<file path="src/rtl/oled_spi_arbiter.sv">
// Two-requester arbiter in front of one MSB-first OLED SPI byte serializer.
// Command bytes go out with dc=0, pixel bytes with dc=1. Define OLED_ARB_RR_EN for round-robin arbitration.
module oled_spi_arbiter #(
    parameter int unsigned GAP_CYCLES = 2
) (
    input  logic       clock,
    input  logic       reset,
    input  logic       cmd_valid,
    input  logic [7:0] cmd_data,
    input  logic       cmd_last,
    output logic       cmd_ready,
    input  logic       pix_valid,
    input  logic [7:0] pix_data,
    input  logic       pix_last,
    output logic       pix_ready,
    output logic       cs,
    output logic       sdin,
    output logic       sclk,
    output logic       dc,
    output logic       busy,
    output logic       grant
);

    typedef enum logic [1:0] {
        IDLE  = 2'd0,
        SHIFT = 2'd1,
        HOLD  = 2'd2,
        GAP   = 2'd3
    } state_t;

    localparam logic [7:0] GAP_LAST = (GAP_CYCLES == 0) ? 8'd0 : 8'(GAP_CYCLES - 1);

    state_t     state_q, state_d;
    logic [7:0] shreg_q, shreg_d;
    logic [2:0] bit_cnt_q, bit_cnt_d;
    logic [7:0] gap_cnt_q, gap_cnt_d;
    logic       last_q, last_d;
    logic       grant_q, grant_d;
    logic       dc_q, dc_d;
    logic       cs_q, cs_d;
    logic       sdin_q, sdin_d;
    logic       busy_q, busy_d;
`ifdef OLED_ARB_RR_EN
    logic       rr_q, rr_d;
`endif

    logic       any_req;
    logic       win_pix;
    logic       byte_done;
    logic       sel_pix;
    logic       sel_valid;
    logic [7:0] sel_data;
    logic       sel_last;
    logic       accept;
    logic       take;

    // Arbitration and accept window: in IDLE the arbiter picks, afterwards only the granted port is looked at.
    always_comb begin
        any_req = cmd_valid | pix_valid;
`ifdef OLED_ARB_RR_EN
        win_pix = pix_valid & (~cmd_valid | rr_q);
`else
        win_pix = pix_valid & ~cmd_valid;
`endif
        byte_done = (bit_cnt_q == 3'd0);
        sel_pix   = (state_q == IDLE) ? win_pix : grant_q;
        sel_valid = sel_pix ? pix_valid : cmd_valid;
        sel_data  = sel_pix ? pix_data  : cmd_data;
        sel_last  = sel_pix ? pix_last  : cmd_last;
        case (state_q)
            IDLE:    accept = any_req;
            SHIFT:   accept = byte_done & ~last_q;
            HOLD:    accept = 1'b1;
            default: accept = 1'b0;
        endcase
        take = accept & sel_valid & reset;
    end

    always_ff @(posedge clock) begin
        if (!reset) begin
            state_q   <= IDLE;
            shreg_q   <= 8'd0;
            bit_cnt_q <= 3'd0;
            gap_cnt_q <= 8'd0;
            last_q    <= 1'b0;
            grant_q   <= 1'b0;
            dc_q      <= 1'b0;
            cs_q      <= 1'b1;
            sdin_q    <= 1'b0;
            busy_q    <= 1'b0;
`ifdef OLED_ARB_RR_EN
            rr_q      <= 1'b0;
`endif
        end else begin
            state_q   <= state_d;
            shreg_q   <= shreg_d;
            bit_cnt_q <= bit_cnt_d;
            gap_cnt_q <= gap_cnt_d;
            last_q    <= last_d;
            grant_q   <= grant_d;
            dc_q      <= dc_d;
            cs_q      <= cs_d;
            sdin_q    <= sdin_d;
            busy_q    <= busy_d;
`ifdef OLED_ARB_RR_EN
            rr_q      <= rr_d;
`endif
        end
    end

    always_comb begin
        state_d = state_q;
        case (state_q)
            IDLE: begin
                if (any_req) state_d = SHIFT;
            end
            SHIFT: begin
                if (byte_done) begin
                    if (!last_q)              state_d = take ? SHIFT : HOLD;
                    else if (GAP_CYCLES == 0) state_d = IDLE;
                    else                      state_d = GAP;
                end
            end
            HOLD: begin
                if (take) state_d = SHIFT;
            end
            GAP: begin
                if (gap_cnt_q == GAP_LAST) state_d = IDLE;
            end
            default: state_d = IDLE;
        endcase
    end

    // Datapath: sdin_q carries the bit on the wire, shreg_q the bits still to come.
    always_comb begin
        shreg_d   = shreg_q;
        bit_cnt_d = bit_cnt_q;
        gap_cnt_d = gap_cnt_q;
        last_d    = last_q;
        grant_d   = grant_q;
        dc_d      = dc_q;
        cs_d      = cs_q;
        sdin_d    = sdin_q;
`ifdef OLED_ARB_RR_EN
        rr_d      = rr_q;
`endif
        if (take) begin
            shreg_d   = {sel_data[6:0], 1'b0};
            sdin_d    = sel_data[7];
            bit_cnt_d = 3'd7;
            last_d    = sel_last;
            cs_d      = 1'b0;
            if (state_q == IDLE) begin
                grant_d = sel_pix;
                dc_d    = sel_pix;
            end
        end else begin
            case (state_q)
                SHIFT: begin
                    if (!byte_done) begin
                        sdin_d    = shreg_q[7];
                        shreg_d   = {shreg_q[6:0], 1'b0};
                        bit_cnt_d = bit_cnt_q - 3'd1;
                    end else begin
                        sdin_d = 1'b0;
                        if (last_q) begin
                            cs_d      = 1'b1;
                            gap_cnt_d = 8'd0;
                            last_d    = 1'b0;
`ifdef OLED_ARB_RR_EN
                            rr_d      = ~grant_q;
`endif
                        end
                    end
                end
                HOLD: begin
                    sdin_d = 1'b0;
                    cs_d   = 1'b0;
                end
                GAP: begin
                    cs_d      = 1'b1;
                    sdin_d    = 1'b0;
                    gap_cnt_d = (gap_cnt_q == GAP_LAST) ? 8'd0 : gap_cnt_q + 8'd1;
                end
                default: begin
                    cs_d   = 1'b1;
                    sdin_d = 1'b0;
                end
            endcase
        end
        busy_d = (state_d != IDLE);
    end

    always_comb begin
        cmd_ready = reset & accept & ~sel_pix;
        pix_ready = reset & accept & sel_pix;
        cs        = cs_q;
        sdin      = sdin_q;
        sclk      = ~clock;
        dc        = dc_q;
        busy      = busy_q;
        grant     = grant_q;
    end

endmodule

</file>
<file path="config.mk">
export PLATFORM = sky130hd
export DESIGN_NAME = oled_spi_arbiter
export DESIGN_NICKNAME = d
export VERILOG_FILES = /design/src/rtl/oled_spi_arbiter.sv
export SDC_FILE = /design/constraint.sdc
export NUM_CORES = 1
export LEC_CHECK = 0
export ABC_AREA = 1
export CAP_MARGIN = 20
export CORE_MARGIN = 1
export CORE_UTILIZATION = 50
export DETAILED_ROUTE_END_ITERATION = 10
export PLACE_DENSITY = 0.79
export SLEW_MARGIN = 0
export SYNTH_ARGS = -nofsm -noshare
export SYNTH_HDL_FRONTEND = slang
export SYNTH_SLANG_ARGS = --single-unit
</file>
<file path="constraint.sdc">
create_clock -name clock -period 2.2 [get_ports clock]
set_clock_uncertainty 0.2 [all_clocks]
set_input_delay 0.44 -clock clock [delete_from_list [all_inputs] [get_ports clock]]
set_output_delay 0.44 -clock clock [all_outputs]
set_load 0.01 [all_outputs]
</file>
==> reports/results.tsv, run 1 <==
stage	metric	value	unit
outcome	status	finished clean	
clocking	cts_hold_buf	0	
clocking	clk_path_buf_depth	2	
routing	drt-pass1-iter-count	4	
routing	vias_per_cell	4.93	
final_layout	layout-drive-gt1-share	17.8	%
die	core_area	2570	µm²
routing	drc_errors	0	
grt	grt_pass1_wl	5070	µm
setup_path	endpoint_kind	output pin	
flow_run	maxCapViolCount	0	
power_and_ir_drop	peakVddDrop	0.826	mV
clocking	cts_buffers	3	
place	dpl.hpwl	2230	µm
timing	setup_viol	0	
setup_path	cp.arrival	1.53	ns
setup_path	cp.required	1.56	ns
worst_hold_path	hp-class	flop to flop	
clocking	path_clk_slew	0.14	ns
routing	vias	1421	
logic_synthesis	synth-seq-cells	25	
clocking	ctsHtreeMaxLevel	1	
setup_path	crit_type	clock port to output pin	
final_layout	nets	285	
grt	grt_start_max_net_pins	16	
routing	routed_wl	2950	µm
place	port_buffers	29	
place	gp_congestion	0.806	
grt	antenna_found_initial	0	
power_and_ir_drop	finalPower	2.12	mW
logic_synthesis	synth.distinct_cells	30	
final_layout	multi_input_area	783	µm²
timing	hold_viol	0	
final_layout	nFillCells	215	
clocking	cts_tree	done	
logic_synthesis	yosysWarnings	0	
clocking	clk_latency	0.41	ns
die	die_w	54.8	µm
routing	routedWlPerCell	10.2	µm
routing	drt_iter0_drc	26	
final_layout	area_growth	35.2	%
timing	relSlewSlack	75.6	%
final_layout	diodes	0	
final_layout	layout_common_cells	nand2_1 (78), dfxtp_1 (25), clkdlybuf4s50_1 (25)	
timing	hold_slack	0.219	ns
die	start_util	54.3	%
final_layout	post-route-util	73.4	%
logic_synthesis	ys_seq_area_share	35.9	%
final_layout	final-seq-area	500	µm²
power_and_ir_drop	pwr_density_cell	1120	nW/µm²
setup_path	start_kind	clock port	
setup_path	cp_max_fo	9	
die	rows	18	
logic_synthesis	syn_area_per_cell	6.52	µm²
die	fp.dieH	54.8	µm
power_and_ir_drop	p_leak	0.835	nW
logic_synthesis	syn_area	1400	µm²
grt	grt_pass1_vias	1277	
die	die_area	3010	µm²
grt	globalRouteTotalUtil	23.0	%
grt	grt.overflow.total	0	
routing	ant_nets	0	
clocking	cts_root_buf	clkbuf_4	
place	placed_area	1800	µm²
logic_synthesis	syn_nets	240	
logic_synthesis	syn_inst	214	
timing	maxSlewViolCount	0	
timing	worst_pin_slew	0.364	ns
die	ios	30	
final_layout	final_common_cell	nand2_1	
final_layout	stdcell_area	1890	µm²
==> critical path: stages <==
cell       delay (ns)
clkbuf_4         0.13
clkbuf_16        0.15
inv_2            0.04
buf_2            0.11
==> layer usage <==
layer	vias to the layer above	wire length, µm	track usage, %
met1	628	1390	27.9
li1	764	-	-
met5	-	0	0
met4	0	15	3.85
met2	27	1450	41.4
met3	2	97	5.00
==> state kept, by name, indices dropped and copies added, names as in the netlist <==
name	cells
sdin	1
state_q	2
bit_cnt_q	3
cs	1
gap_cnt_q	8
busy	1
dc	1
last_q	1
shreg_q	7
==> power by group <==
group / internal [mW] / total (mW) / switching (mW)
sequential: 0.566 / 0.633 / 0.0665
clock: 0.237 / 0.423 / 0.186
combinational: 0.446 / 1.06 / 0.615
total: 1.25 / 2.12 / 0.868
==> area by class of cell <==
type	instances	area share, %
repair buffers	42	19.8
clock inverters	1	0.199
well taps	30	1.99
multi-input cells	156	41.5
flip-flops and latches	25	26.5
inverters	28	5.77
clock buffers	6	4.11
==> synth_stat cells <==
| master | number | area share [%] |
|---|---|---|
| a21oi_2 | 3 | 1.9 |
| a21boi_2 | 1 | 0.81 |
| nor2_4 | 1 | 0.81 |
| dfxtp_1 | 25 | 36 |
| or2_2 | 1 | 0.45 |
| inv_2 | 5 | 1.3 |
| o21ai_0 | 9 | 3.2 |
| nor3_1 | 1 | 0.36 |
| o21ai_1 | 2 | 0.72 |
| nand2_2 | 2 | 0.90 |
| nand3_1 | 9 | 3.2 |
| nand2_1 | 80 | 22 |
| a21boi_0 | 1 | 0.54 |
| clkinv_1 | 1 | 0.27 |
| nor2_1 | 16 | 4.3 |
| a31oi_1 | 6 | 2.7 |
| a21oi_4 | 1 | 1.2 |
| nand3_2 | 1 | 0.72 |
| inv_1 | 22 | 5.9 |
| clkbuf_1 | 1 | 0.27 |
| o21bai_1 | 2 | 1.1 |
| and3_1 | 1 | 0.45 |
| nand4_1 | 2 | 0.90 |
| xor2_1 | 1 | 0.63 |
| buf_4 | 1 | 0.54 |
| inv_4 | 1 | 0.45 |
| ha_1 | 4 | 3.6 |
| o211a_1 | 1 | 0.72 |
| a21oi_1 | 11 | 3.9 |
| buf_2 | 2 | 0.72 |
==> logic make-up after synthesis <==
family / Yosys count / synth area share, %
AO/OA/AOI/OAI: 37 / 16.8
XOR/XNOR: 1 / 0.628
adder cells (fa/ha/maj): 4 / 3.59
buffers and inverters: 33 / 9.51
flip-flops: 25 / 35.9
AND/OR/NAND/NOR: 114 / 33.6
==> final timing paths <==
path	cells after the start	start	slack (ns)	end
worst max-delay path	4	clock	0.03	sclk
worst min-delay path	2	shreg_q[5]	0.22	shreg_q[6]
worst max register to register	12	bit_cnt_q[0]	0.24	gap_cnt_q[2]
worst min register to register	2	shreg_q[5]	0.22	shreg_q[6]
==> repair_timing <==
action | 4_1_cts | 5_1_grt
gates cloned | 0 | 0
endpoints found under the hold margin | 0 | 0
pin swaps | 1 | 1
buffers inserted | 0 | 2
setup endpoints to repair | 3 | 2
gates resized for setup | 18 | 6
==> per-stage QoR <==
step	worst slack [ns]	cells	TNS [ns]
after CTS	0.00383	286	0
final	0.0314	288	0
after floorplan	0.375	214	0
after detailed placement	-0.416	282	-0.841
after global placement	-0.384	282	-0.795
after global routing	-0.0188	288	-0.0188
Note: power is estimated with default switching activity, not from simulation.
==> run 2, diff against run 1 <==
--- a/config.mk
+++ b/config.mk
@@ -10,7 +10,9 @@
 export CORE_MARGIN = 1
 export CORE_UTILIZATION = 50
 export DETAILED_ROUTE_END_ITERATION = 10
+export GPL_ROUTABILITY_DRIVEN = 0
 export PLACE_DENSITY = 0.79
+export RECOVER_POWER = 50
 export SLEW_MARGIN = 0
 export SYNTH_ARGS = -nofsm -noshare
 export SYNTH_HDL_FRONTEND = slang
==> run 2 against run 1 <==
Effect of this change: cell area shrank 0.20%; combinational power about the same; clock power rose by 4%; sequential share of layout area increased by 0.053 points; flip-flop and latch count unchanged; final cell count unchanged; core utilization shrank 0.15 points; non-clock buffer count unchanged; highest routed layer unchanged.
==> reports/results.tsv, run 2 (same netlist as run 1, synthesis figures left out) <==
stage	metric	value	unit	change
setup_path	cp_max_fo	9		unchanged
routing	ant_nets	0		unchanged
setup_path	endpoint_kind	output pin		unchanged
final_layout	largest_reg_flops	8		unchanged
power_and_ir_drop	pwr_density_cell	1120	nW/µm²	about the same
final_layout	final_common_cell	nand2_1		unchanged
timing	fin_tns_setup	0	ns	unchanged
routing	drc_errors	0		unchanged
clocking	cts_hold_buf	0		unchanged
timing	maxSlewViolCount	0		unchanged
place	placed_cells_incl_taps	282		unchanged
final_layout	final_cells	288		unchanged
power_and_ir_drop	p_int	1.24	mW	was 1.25 mW
timing	hold_viol	0		unchanged
die	ios	30		unchanged
grt	globalRouteTotalUtil	23.1	%	was 23.0%
grt	grt_start_max_net_pins	16		unchanged
timing	worst_slack	0.0378	ns	was 0.0314 ns
power_and_ir_drop	p_sw	0.857	mW	was 0.868 mW
timing	worst_pin_slew	0.340	ns	was 0.364 ns
final_layout	area_growth	34.9	%	was 35.2%
place	port_buffers	29		unchanged
setup_path	crit_family	buffers and inverters		unchanged
place	placed_area	1800	µm²	unchanged
clocking	cts_root_buf	clkbuf_4		unchanged
setup_path	start_kind	clock port		unchanged
outcome	status	finished clean		unchanged
routing	routedWlPerCell	10.2	µm	about the same
routing	routed_wl	2940	µm	was 2950 µm
power_and_ir_drop	clkPwrFrac	20.9	%	was 20.0%
final_layout	post-route-util	73.3	%	was 73.4%
flow_run	maxCapViolCount	0		unchanged
grt	grt_pass1_vias	1292		was 1277
place	dpl.hpwl	2230	µm	unchanged
die	core_area	2570	µm²	unchanged
power_and_ir_drop	peakVddDrop	0.839	mV	was 0.826 mV
die	die_w	54.8	µm	unchanged
clocking	path_clk_slew	0.14	ns	about the same
grt	grt.overflow.total	0		unchanged
place	dp_slack	-0.416	ns	unchanged
power_and_ir_drop	p_seq_share	30.0	%	was 29.9%
power_and_ir_drop	switching_share	40.8	%	was 41.0%
final_layout	reg.largest.list	gap_cnt_q x8, shreg_q x7, bit_cnt_q x3		unchanged
worst_hold_path	hp-class	flop to flop		unchanged
clocking	clk_latency	0.38	ns	was 0.41 ns
timing	hold_slack	0.213	ns	was 0.219 ns
routing	drt_iter0_drc	33		was 26
final_layout	nets	285		unchanged
final_layout	diodes	0		unchanged
clocking	clk_path_buf_depth	2		unchanged
die	start_util	54.3	%	unchanged
clocking	cts_buffers	3		unchanged
timing	setup_viol	0		unchanged
setup_path	path_buf_inv	4		unchanged
timing	relSlewSlack	77.2	%	was 75.6%
grt	grt_pass1_wl	5090	µm	was 5070 µm
clocking	ctsHtreeMaxLevel	1		unchanged
power_and_ir_drop	combinationalPowerShare	49.1	%	was 50.1%
setup_path	crit_type	clock port to output pin		unchanged
setup_path	cp.required	1.56	ns	about the same
setup_path	path_cells	clkbuf_8, clkbuf_16, inv_1, buf_2		was clkbuf_4, clkbuf_16, inv_2, buf_2
setup_path	crit_path_max_incr_delay	0.15	ns	about the same
final_layout	layout_common_cells	nand2_1 (78), dfxtp_1 (25), inv_1 (22), clkdlybuf4s50_1 (22), nor2_1 (15)		was nand2_1 (78), dfxtp_1 (25), clkdlybuf4s50_1 (25)
setup_path	r2r_setup_slack	0.27	ns	was 0.24 ns
die	fp.dieH	54.8	µm	unchanged
routing	vias_per_cell	4.96		was 4.93
routing	drt-pass1-iter-count	5		was 4
final_layout	layout-drive-gt1-share	15.9	%	was 17.8%
die	die_area	3010	µm²	unchanged
routing	vias	1429		was 1421
setup_path	critPathSlowestCell	clkbuf_16		unchanged
final_layout	stdcell_area	1880	µm²	was 1890 µm²
power_and_ir_drop	finalPower	2.10	mW	was 2.12 mW
clocking	cts_tree	done		unchanged
final_layout	nFillCells	219		was 215
grt	antenna_found_initial	0		unchanged
setup_path	cp.arrival	1.52	ns	was 1.53 ns
power_and_ir_drop	p_leak	0.836	nW	was 0.835 nW
final_layout	largest-register	gap_cnt_q		unchanged
die	rows	18		unchanged
[run 2: tightest hold or removal path, cell delays in order (launching register included)]
cell and delay, ns:
dfxtp_1 0.31, nand2_1 0.07, a31oi_1 0.08
[run 2: final cells by class]
type	instances	area [µm²]	share of cell area, %
timing repair buffer	42	367	19.5
inverter	28	109	5.78
tap	30	37.5	1.99
clock inverter	1	3.75	0.199
clock buffer	6	83.8	4.45
multi-input combinational	156	781	41.5
sequential	25	500	26.6
[run 2: repair_timing]
item                                    CTS  global route
endpoints found under the setup margin    3             2
buffers inserted                          0             2
gates resized for setup                  18             5
pin swaps                                 1             1
gates cloned                              0             0
[run 2: path summary, 6_finish.rpt]
path	from	to	cells past startpoint
worst min register to register	shreg_q[5]	shreg_q[6]	2
worst max register to register	bit_cnt_q[0]	gap_cnt_q[2]	12
worst min-delay path	shreg_q[5]	shreg_q[6]	2
worst max-delay path	clock	sclk	4
[run 2: per-layer routing]
layer	track usage [%]	wire length, µm
met1	27.6	1380
met2	42.0	1460
met3	5.00	94
met4	3.85	14
met5	0	0
[run 2: power groups by stage]
stage	Sequential [mW]	Combinational (mW)	Clock (mW)
finish	0.630	1.03	0.438
global route	0.652	1.19	0.463
CTS	0.631	1.03	0.415
detailed placement	0.640	1.03	0.0525
global placement	0.638	1.02	0.0525
floorplan	0.657	0.656	0.0179
